File: config.mk
export PLATFORM = sky130hd
export DESIGN_NAME = audio_sample_player
export DESIGN_NICKNAME = d
export VERILOG_FILES = /design/src/rtl/audio_sample_player.sv
export SDC_FILE = /design/constraint.sdc
export NUM_CORES = 1
export LEC_CHECK = 0
export CAP_MARGIN = 20
export CORE_MARGIN = 2
export CORE_UTILIZATION = 35
export CTS_CLUSTER_SIZE = 30
export DETAILED_ROUTE_END_ITERATION = 10
export SYNTH_ARGS = -nofsm -noshare
export SYNTH_HDL_FRONTEND = slang
export SYNTH_SLANG_ARGS = --single-unit
File: constraint.sdc
create_clock -name clock -period 7.3 [get_ports clock]
set_clock_uncertainty 0.15 [all_clocks]
set_input_delay 1.46 -clock clock [delete_from_list [all_inputs] [get_ports clock]]
set_output_delay 1.46 -clock clock [all_outputs]
set_load 0.01 [all_outputs]
File: src/rtl/audio_sample_player.sv
// Streams SAMPLE_COUNT bytes from a registered sample memory, one fetch per CLK_DIV-cycle tick,
// presented on a valid/ready handshake. Define AUDIO_PLAYER_LOOP_EN to add the loop input.
module audio_sample_player #(
    parameter int SAMPLE_COUNT = 23490,
    parameter int CLK_DIV      = 6250
) (
    input  logic        clock,
    input  logic        reset_n,
    input  logic        play,
    input  logic        stop,
`ifdef AUDIO_PLAYER_LOOP_EN
    input  logic        loop,
`endif
    output logic        mem_re,
    output logic [31:0] mem_addr,
    input  logic [7:0]  mem_data,
    output logic [7:0]  sample_out,
    output logic        sample_valid,
    input  logic        sample_ready,
    output logic        busy,
    output logic        done,
    output logic        overrun
);
    localparam int ADDR_W = (SAMPLE_COUNT > 1) ? $clog2(SAMPLE_COUNT) : 1;
    localparam int CNT_W  = (CLK_DIV > 1) ? $clog2(CLK_DIV) : 1;
    localparam logic [ADDR_W-1:0] LAST_ADDR   = ADDR_W'(SAMPLE_COUNT - 1);
    localparam logic [CNT_W-1:0]  TICK_RELOAD = CNT_W'(CLK_DIV - 1);

    typedef enum logic [2:0] {IDLE, WAIT_TICK, READ, CAPTURE, PRESENT} state_t;

    state_t            state;
    state_t            state_next;
    logic [ADDR_W-1:0] addr;
    logic [CNT_W-1:0]  tick_cnt;
    logic              tick;
    logic              start;
    logic              accept;
    logic              last;
    logic              wrap;

`ifdef AUDIO_PLAYER_LOOP_EN
    assign wrap = loop;
`else
    assign wrap = 1'b0;
`endif

    assign start  = (state == IDLE) && play && !stop;
    assign tick   = (state != IDLE) && (tick_cnt == '0);
    assign accept = (state == PRESENT) && sample_ready && !stop;
    assign last   = (addr == LAST_ADDR);

    always_ff @(posedge clock or negedge reset_n) begin
        if (!reset_n) begin
            state <= IDLE;
        end else begin
            state <= state_next;
        end
    end

    always_comb begin
        state_next = state;
        if ((state != IDLE) && stop) begin
            state_next = IDLE;
        end else begin
            case (state)
                IDLE:      if (start) state_next = WAIT_TICK;
                WAIT_TICK: if (tick) state_next = READ;
                READ:      state_next = CAPTURE;
                CAPTURE:   state_next = PRESENT;
                PRESENT:   if (accept) state_next = (last && !wrap) ? IDLE : WAIT_TICK;
                default:   state_next = IDLE;
            endcase
        end
    end

    always_comb begin
        mem_re       = (state == READ);
        sample_valid = (state == PRESENT);
        busy         = (state != IDLE);
    end

    assign mem_addr = 32'(addr);

    // The tick counter free-runs outside IDLE so the sample period never stretches with back-pressure.
    always_ff @(posedge clock or negedge reset_n) begin
        if (!reset_n) begin
            tick_cnt <= '0;
        end else if (start) begin
            tick_cnt <= TICK_RELOAD;
        end else if (state != IDLE) begin
            tick_cnt <= tick ? TICK_RELOAD : tick_cnt - CNT_W'(1);
        end
    end

    always_ff @(posedge clock or negedge reset_n) begin
        if (!reset_n) begin
            addr <= '0;
        end else if (start) begin
            addr <= '0;
        end else if (accept) begin
            addr <= last ? '0 : addr + ADDR_W'(1);
        end
    end

    always_ff @(posedge clock or negedge reset_n) begin
        if (!reset_n) begin
            sample_out <= 8'h00;
        end else if (state == CAPTURE) begin
            sample_out <= mem_data;
        end
    end

    // A tick that lands on an unconsumed sample is dropped, not queued; overrun records it.
    always_ff @(posedge clock or negedge reset_n) begin
        if (!reset_n) begin
            done    <= 1'b0;
            overrun <= 1'b0;
        end else begin
            done <= accept && last && !wrap;
            if (start) begin
                overrun <= 1'b0;
            end else if ((state == PRESENT) && tick && !sample_ready) begin
                overrun <= 1'b1;
            end
        end
    end

endmodule

# Yosys cells after proc, flatten, opt, wreduce, memory -nomap -nowiden
# Cells that the tools add are included.
# word_totals
out_inout_bits	45
in_bits	13
wordCells	48
register_bits	41
# op_classes
eq_ne	8
n_reduce_logical	18
n_mux	14
add_sub_neg	2
# ops
operator	count
two-way mux 15 bit	3
two-way mux 13 bit	3
adder 15 x 1 -> 15 bit, second input constant	1
equality test 15 bit, second input constant	1
one-hot mux 3 bit (5 select lines)	1
zero test 13 bit	1
subtractor 13 x 1 -> 13 bit, second input constant	1
two-way mux 3 bit	4
logical AND 1 bit	9
equality test 3 x 2 -> 1 bit, second input constant	2
nonzero test 2 bit	3
equality test 3 x 1 -> 1 bit, second input constant	1
equality test 3 bit, second input constant	1
zero test 3 bit	1
two-way mux 1 bit	3
inequality test 3 x 1 -> 1 bit, second input constant	1
inequality test 3 x 2 -> 1 bit, second input constant	1
inequality test 3 bit, second input constant	1
AND reduction 3 bit	1
nonzero test 3 bit	1
zero test 1 bit	2

# Depth between registers and ports, before layout
# depth
depth_word	6
mapped_depth	7
depth_no_buf	6

# Worst setup path after synthesis
# No wires, ideal clock.
# synth_timing
path_kind	input-to-reg
from	in stop
to	reg addr[2]
t_arrival_ns	2.852
path_slack_ns	4.158
path_buffers	2
t_required_ns	7.011
setup_ns	0.139
stages	6
path_cell_list	or3_1 > clkbuf_1 > or3b_2 > clkbuf_1 > o21ai_1 > nor2_1
# synth_between
elab_chain_len	3
word_cells_on_any_way	5
cone_classes	mux (1); reduce/logical (4)
# synth_lines
item	line	source
from (decl)	10	input logic stop,
zero test 1 bit (*)	47, 49	
logical AND 1 bit (on tied branches)	47, 49	
two-way mux 15 bit / nonzero test 2 bit (equally long branches)	-	
to (signal assigned)	101	addr <= last ? '0 : addr + ADDR_W'(1);
to (decl)	33	logic [ADDR_W-1:0] addr;
# Every way passes the cells marked *; elsewhere a longest branch is shown, timed or not.
# A chain may end at the register's enable or synchronous reset.

# Worst setup path in the final report
# layout_timing
from	reg state[2]
to	out busy
# layout_between
elab_chain_len	1
# layout_lines
item	line	source
from (decl)	31	state_t state;
from (signal assigned)	56	state <= state_next;
nonzero test 3 bit	79	busy = (state != IDLE);
to (decl)	20	output logic busy,
# Every way passes these cells.

==> run metrics <==
Post-Syn Instances=234; Internal=367.4 uW; Setup TNS=0 ns; WHS=0.3317 ns; total CTS buffers=5; I/O pin count=58; Synth area leaders=dfrtp_1 (45%), buf_4 (5.6%), mux2_2 (3.9%), nand2_1 (2.9%), or4_1 (2.9%); CTS Buffer Depth=2; Max Slew Vio Count=0; CTS Sinks=41; Cell Chain, Critical Path=nor3_1 > inv_1 > clkdlybuf4s50_1; most frequent cells in the layout=dfrtp_1 (41), clkdlybuf4s50_1 (39), nand2_1 (18), conb_1 (17), nor2_1 (11); drc violations=0; synth unique cells=52; Lkg Pwr=0.001071 uW; post-synthesis sequential area ratio=44.71%; final layout net count=285; Layout area overhead=20.12%; Post-synth top flop=dfrtp_1; final WL=4.919 mm; Worst Setup Start Kind=flip-flop; Setup crit end kind=output port; number of gates resized after CTS=0; Layout fillers=621; gr ovfl total=0; Rows=29; DRT iter0 DRCs=91; GR peak layer=met2; Die Width=84.97 um; run status=complete, no violations; Clock Power Share=28.9%; critical path class=flip-flop to output port; worst relative slew slack=38.70%; Post-synth EDFFs=0; # hold bufs at CTS=0; Vias=1881; Tcrit/Tclk final=54.48%; chip height=84.97 um; cell taking the most area after synthesis=dfrtp_1; met2 usage=21.52%; RSZ-0062 raised after global routing=false; register area=1026 um2; Initial Util=36.14%; syn avg cell area=9.806 um2; switching part of the total=29.12%; maximum VDD drop=0.1166 mV; fraction of registers with async set/reset=100.0%; slowest CP cell=nor3_1; yosys warns=0; maximum fanout along the worst path=12; most common cell after layout, fill and taps aside=dfrtp_1; Reg clk slew, reported paths=0.08 ns; fraction of layout instances using a drive strength above 1=7.435%; post-CTS setup buffers=0; total iterations of the first detailed-routing run=4; GRT Overall Usage=14.08%; clk_lat worst skew=0.29 ns; crit-path max cell delay=0.64 ns; Reg power frac=53.4%; number of synthesized register bits=41; Hold Crit Class=flip-flop to flip-flop; M3 GR Usage=3.502%; first-pass GRT wire length=8.273 mm; largest net degree at the start of global routing=42; worst slew pin tran=0.9195 ns; final-report hold violation count=0; post-synthesis cell area=2295 um2; Multi-input gate area=1134 um2; met1 Use GR=19.61%; Placeable Area=6350 um2; HPWL Detailed=3.494 mm; shortest period the worst path allows=3.977 ns; Comb pwr share=17.8%; Antenna Nets Post-Route=0; Max Clock Freq=0.2514 GHz; Power Density=188.1 nW/um2; die area=7220 um2; CTS H-tree depth=2; max-cap violations=0; total power=518.3 uW; Final setup viols=0; Avg WL per Cell=14.22 um; clock tree from TritonCTS=built; Final GP Congestion=0.7676; CTS root buffer=clkbuf_8; Worst Path Required=5.69 ns; vias in the first global route=1727; net switching power figure=150.9 uW; crit path DAT=2.37 ns; vias per cell=5.436; initial antenna violation count=0; diode count=0; Yosys top cell area share=44.71%; PortBufs=40
## cells in the mapped netlist (all sizes together) (3+ instances only)
library cell	count
dfrtp	41
buf	18
nand2	18
nor2	11
clkbuf	10
or4	10
a21oi	9
a31oi	8
mux2	8
nand3	8
xnor2	7
nor3	6
o21ai	6
o31ai	6
inv	5
nand2b	5
or3	5
nor4	4
o211ai	4
a211oi	3
and2	3
ha	3
nand3b	3
## worst max-delay path, delay by kind of cell (launching register included)
kind                   cells  cell delay (ns)
buffers and inverters      2             0.97
and+or+nand+nor            1             0.64
DFF                        1             0.47
## layout make-up
type | instances | share of cell area, %
Tap cell | 77 | 3.495
Inverter | 5 | 0.6809
Multi-Input combinational cell | 176 | 41.13
Sequential cell | 41 | 37.22
Clock buffer | 7 | 3.132
Timing Repair Buffer | 40 | 14.34
## layer usage
layer | routed length [um] | vias to the layer above
met1 | 2286 | 904
met2 | 2283 | 68
met4 | 74 | 0
li1 | - | 903
met3 | 274 | 6
met5 | 0 | -
## registers in the layout (all words and copies together), names as in the netlist
signal      cells
addr           15
tick_cnt       13
overrun         1
done            1
state           3
sample_out      8
## final timing paths
kind | startpoint | to | slack [ns] | cells past startpoint
min in group asynchronous | reset_n | addr[12]$_DFFE_PN0P_ | 1.15 | 1
max | state[2]$_DFFE_PN0P_ | busy | 3.32 | 3
max in group asynchronous | reset_n | sample_out[2]$_DFFE_PN0N_ | 5.27 | 1
max reg2reg | tick_cnt[0]$_DFFE_PN0P_ | state[1]$_DFFE_PN0P_ | 4.60 | 6
min | tick_cnt[11]$_DFFE_PN0P_ | tick_cnt[11]$_DFFE_PN0P_ | 0.33 | 1
min reg2reg | tick_cnt[11]$_DFFE_PN0P_ | tick_cnt[11]$_DFFE_PN0P_ | 0.33 | 1
## cells by family after synthesis
group | count (synthesis) | share of synthesized area, %
simple gates | 88 | 22.19
compound gates | 50 | 14.94
flops | 41 | 44.71
buf+inv | 33 | 8.506
mux | 10 | 4.798
xor+xnor | 8 | 3.054
fa+ha+maj | 3 | 1.636
other cells | 1 | 0.1634
## power groups by stage
| stage | Combinational, uW | Clock, uW | Sequential, uW |
|---|---|---|---|
| floorplan | 73.9 | 0 | 273 |
| global placement | 91.6 | 0 | 280 |
| detailed placement | 92.7 | 0 | 280 |
| CTS | 93.6 | 156 | 276 |
| global route | 105 | 167 | 281 |
| finish | 92.1 | 150 | 277 |
## metrics by stage
step / utilization (%) / std cells / setup WS (ns) / cell area, um2
floorplan: - / 250 / 4.158 / 2355
global placement: 42.05 / 339 / 3.515 / 2670
detailed placement: 42.05 / 339 / 3.466 / 2670
CTS: 43.41 / 346 / 3.313 / 2756
global route: 43.41 / 346 / 3.201 / 2756
finish: 43.41 / 346 / 3.323 / 2756
Power figures use the tool's default switching activity.
==> RTL change: new RTL, same settings <==
The option `AUDIO_PLAYER_LOOP_EN` is turned on by a define.
--- a/src/rtl/audio_sample_player.sv
+++ b/src/rtl/audio_sample_player.sv
@@ -1,4 +1,6 @@
 // Streams SAMPLE_COUNT bytes from a registered sample memory, one fetch per CLK_DIV-cycle tick,
 // presented on a valid/ready handshake. Define AUDIO_PLAYER_LOOP_EN to add the loop input.
+`define AUDIO_PLAYER_LOOP_EN
+
 module audio_sample_player #(
     parameter int SAMPLE_COUNT = 23490,
Ports: changed (added loop); port bits go from 58 to 59. The function was not compared with the original's and may differ.
==> RTL change against the original RTL <==
- register-to-register slack improved by 210 ps
- critical path type is now primary input to register
- hold slack improved by 29 ps
- sequential share of layout area down 0.29 points
- area after synthesis is 0.65% lower
- count of clock-buffer cells in the layout is 2 lower
- critical endpoint is now addr[13]$_DFFE_PN0P_
- first-iteration DRC count increased by 52%
- sequential cell count unchanged
- setup slack improved by 230 ps
- routed wire length rose by 1.9%
- cell area up 0.77%
- die area shrank 0.62%
Power is not compared: it rests on default switching activity, and its combinational part moved more than twofold at a synthesized area within 25%.
==> RTL change: results (changes against the original RTL) <==
- Via count: 1,878 (-0.16%)
- Mapped Cells: 236 (+0.85%)
- Commonest cells in the netlist: dfrtp_1, nand2_1, buf_4
- R2R Setup Slk: 4810 ps (+210 ps)
- Port bufs: 41 (+2.5%)
- Core area: 0.006314 mm^2 (-0.57%)
- Slowest-stage cell, CP: or4b_4
- Multi-Input Combinational: 177 (+0.57%)
- Minimum clock period: 3749 ps (-227.9 ps)
- Initial drt markers: 138 (+52%)
- Cells after DPL: 348 (+2.7%)
- DR WL met3: 243 um (-11%)
- Place WS: 3257 ps (-209.3 ps)
- DRT met1 WL: 2508 um (+9.7%)
- Sequential area share after synthesis: 45.01% (+0.29 points)
- Crit-path leading delay family: simple AND/OR/NAND/NOR gates
- Status: finished clean
- Routed wl met2: 2206 um (-3.4%)
- Vias in the first global route: 1,728 (+0.058%)
- Placed instance area: 0.002684 mm^2 (+0.52%)
- Buffer share of cell area: 14.59% (+0.25 points)
- WP data arrival: 3820 ps (+1450 ps)
- Crit-path max FO: 9 (-3)
- Logic inverters: 12 (+7)
- Routability cong.: 0.7588 (-1.1%)
==> RTL change: final timing paths <==
| path | start | to |
|---|---|---|
| max | stop | addr[13]$_DFFE_PN0P_ |
| min | sample_out[6]$_DFFE_PN0N_ | sample_out[6]$_DFFE_PN0N_ |
| max reg2reg | state[0]$_DFFE_PN0P_ | addr[13]$_DFFE_PN0P_ |
| min reg2reg | sample_out[6]$_DFFE_PN0N_ | sample_out[6]$_DFFE_PN0N_ |
| max in group asynchronous | reset_n | tick_cnt[11]$_DFFE_PN0P_ |
| min in group asynchronous | reset_n | sample_out[3]$_DFFE_PN0N_ |
==> RTL change: cells by family (layout without fill, tap and decap cells) <==
family / after synthesis / after routing / share of synthesized area, %
AOI/OAI and AO/OA: 52 / 52 / 14.22
other: 1 / 17 / 0.1645
xor gates and xnor gates: 8 / 8 / 3.074
muxes: 10 / 10 / 4.885
buffers and inverters: 34 / 61 / 8.891
and+or+nand+nor: 86 / 86 / 21.57
DFF: 41 / 41 / 45.01
adders and majority gates: 4 / 4 / 2.195
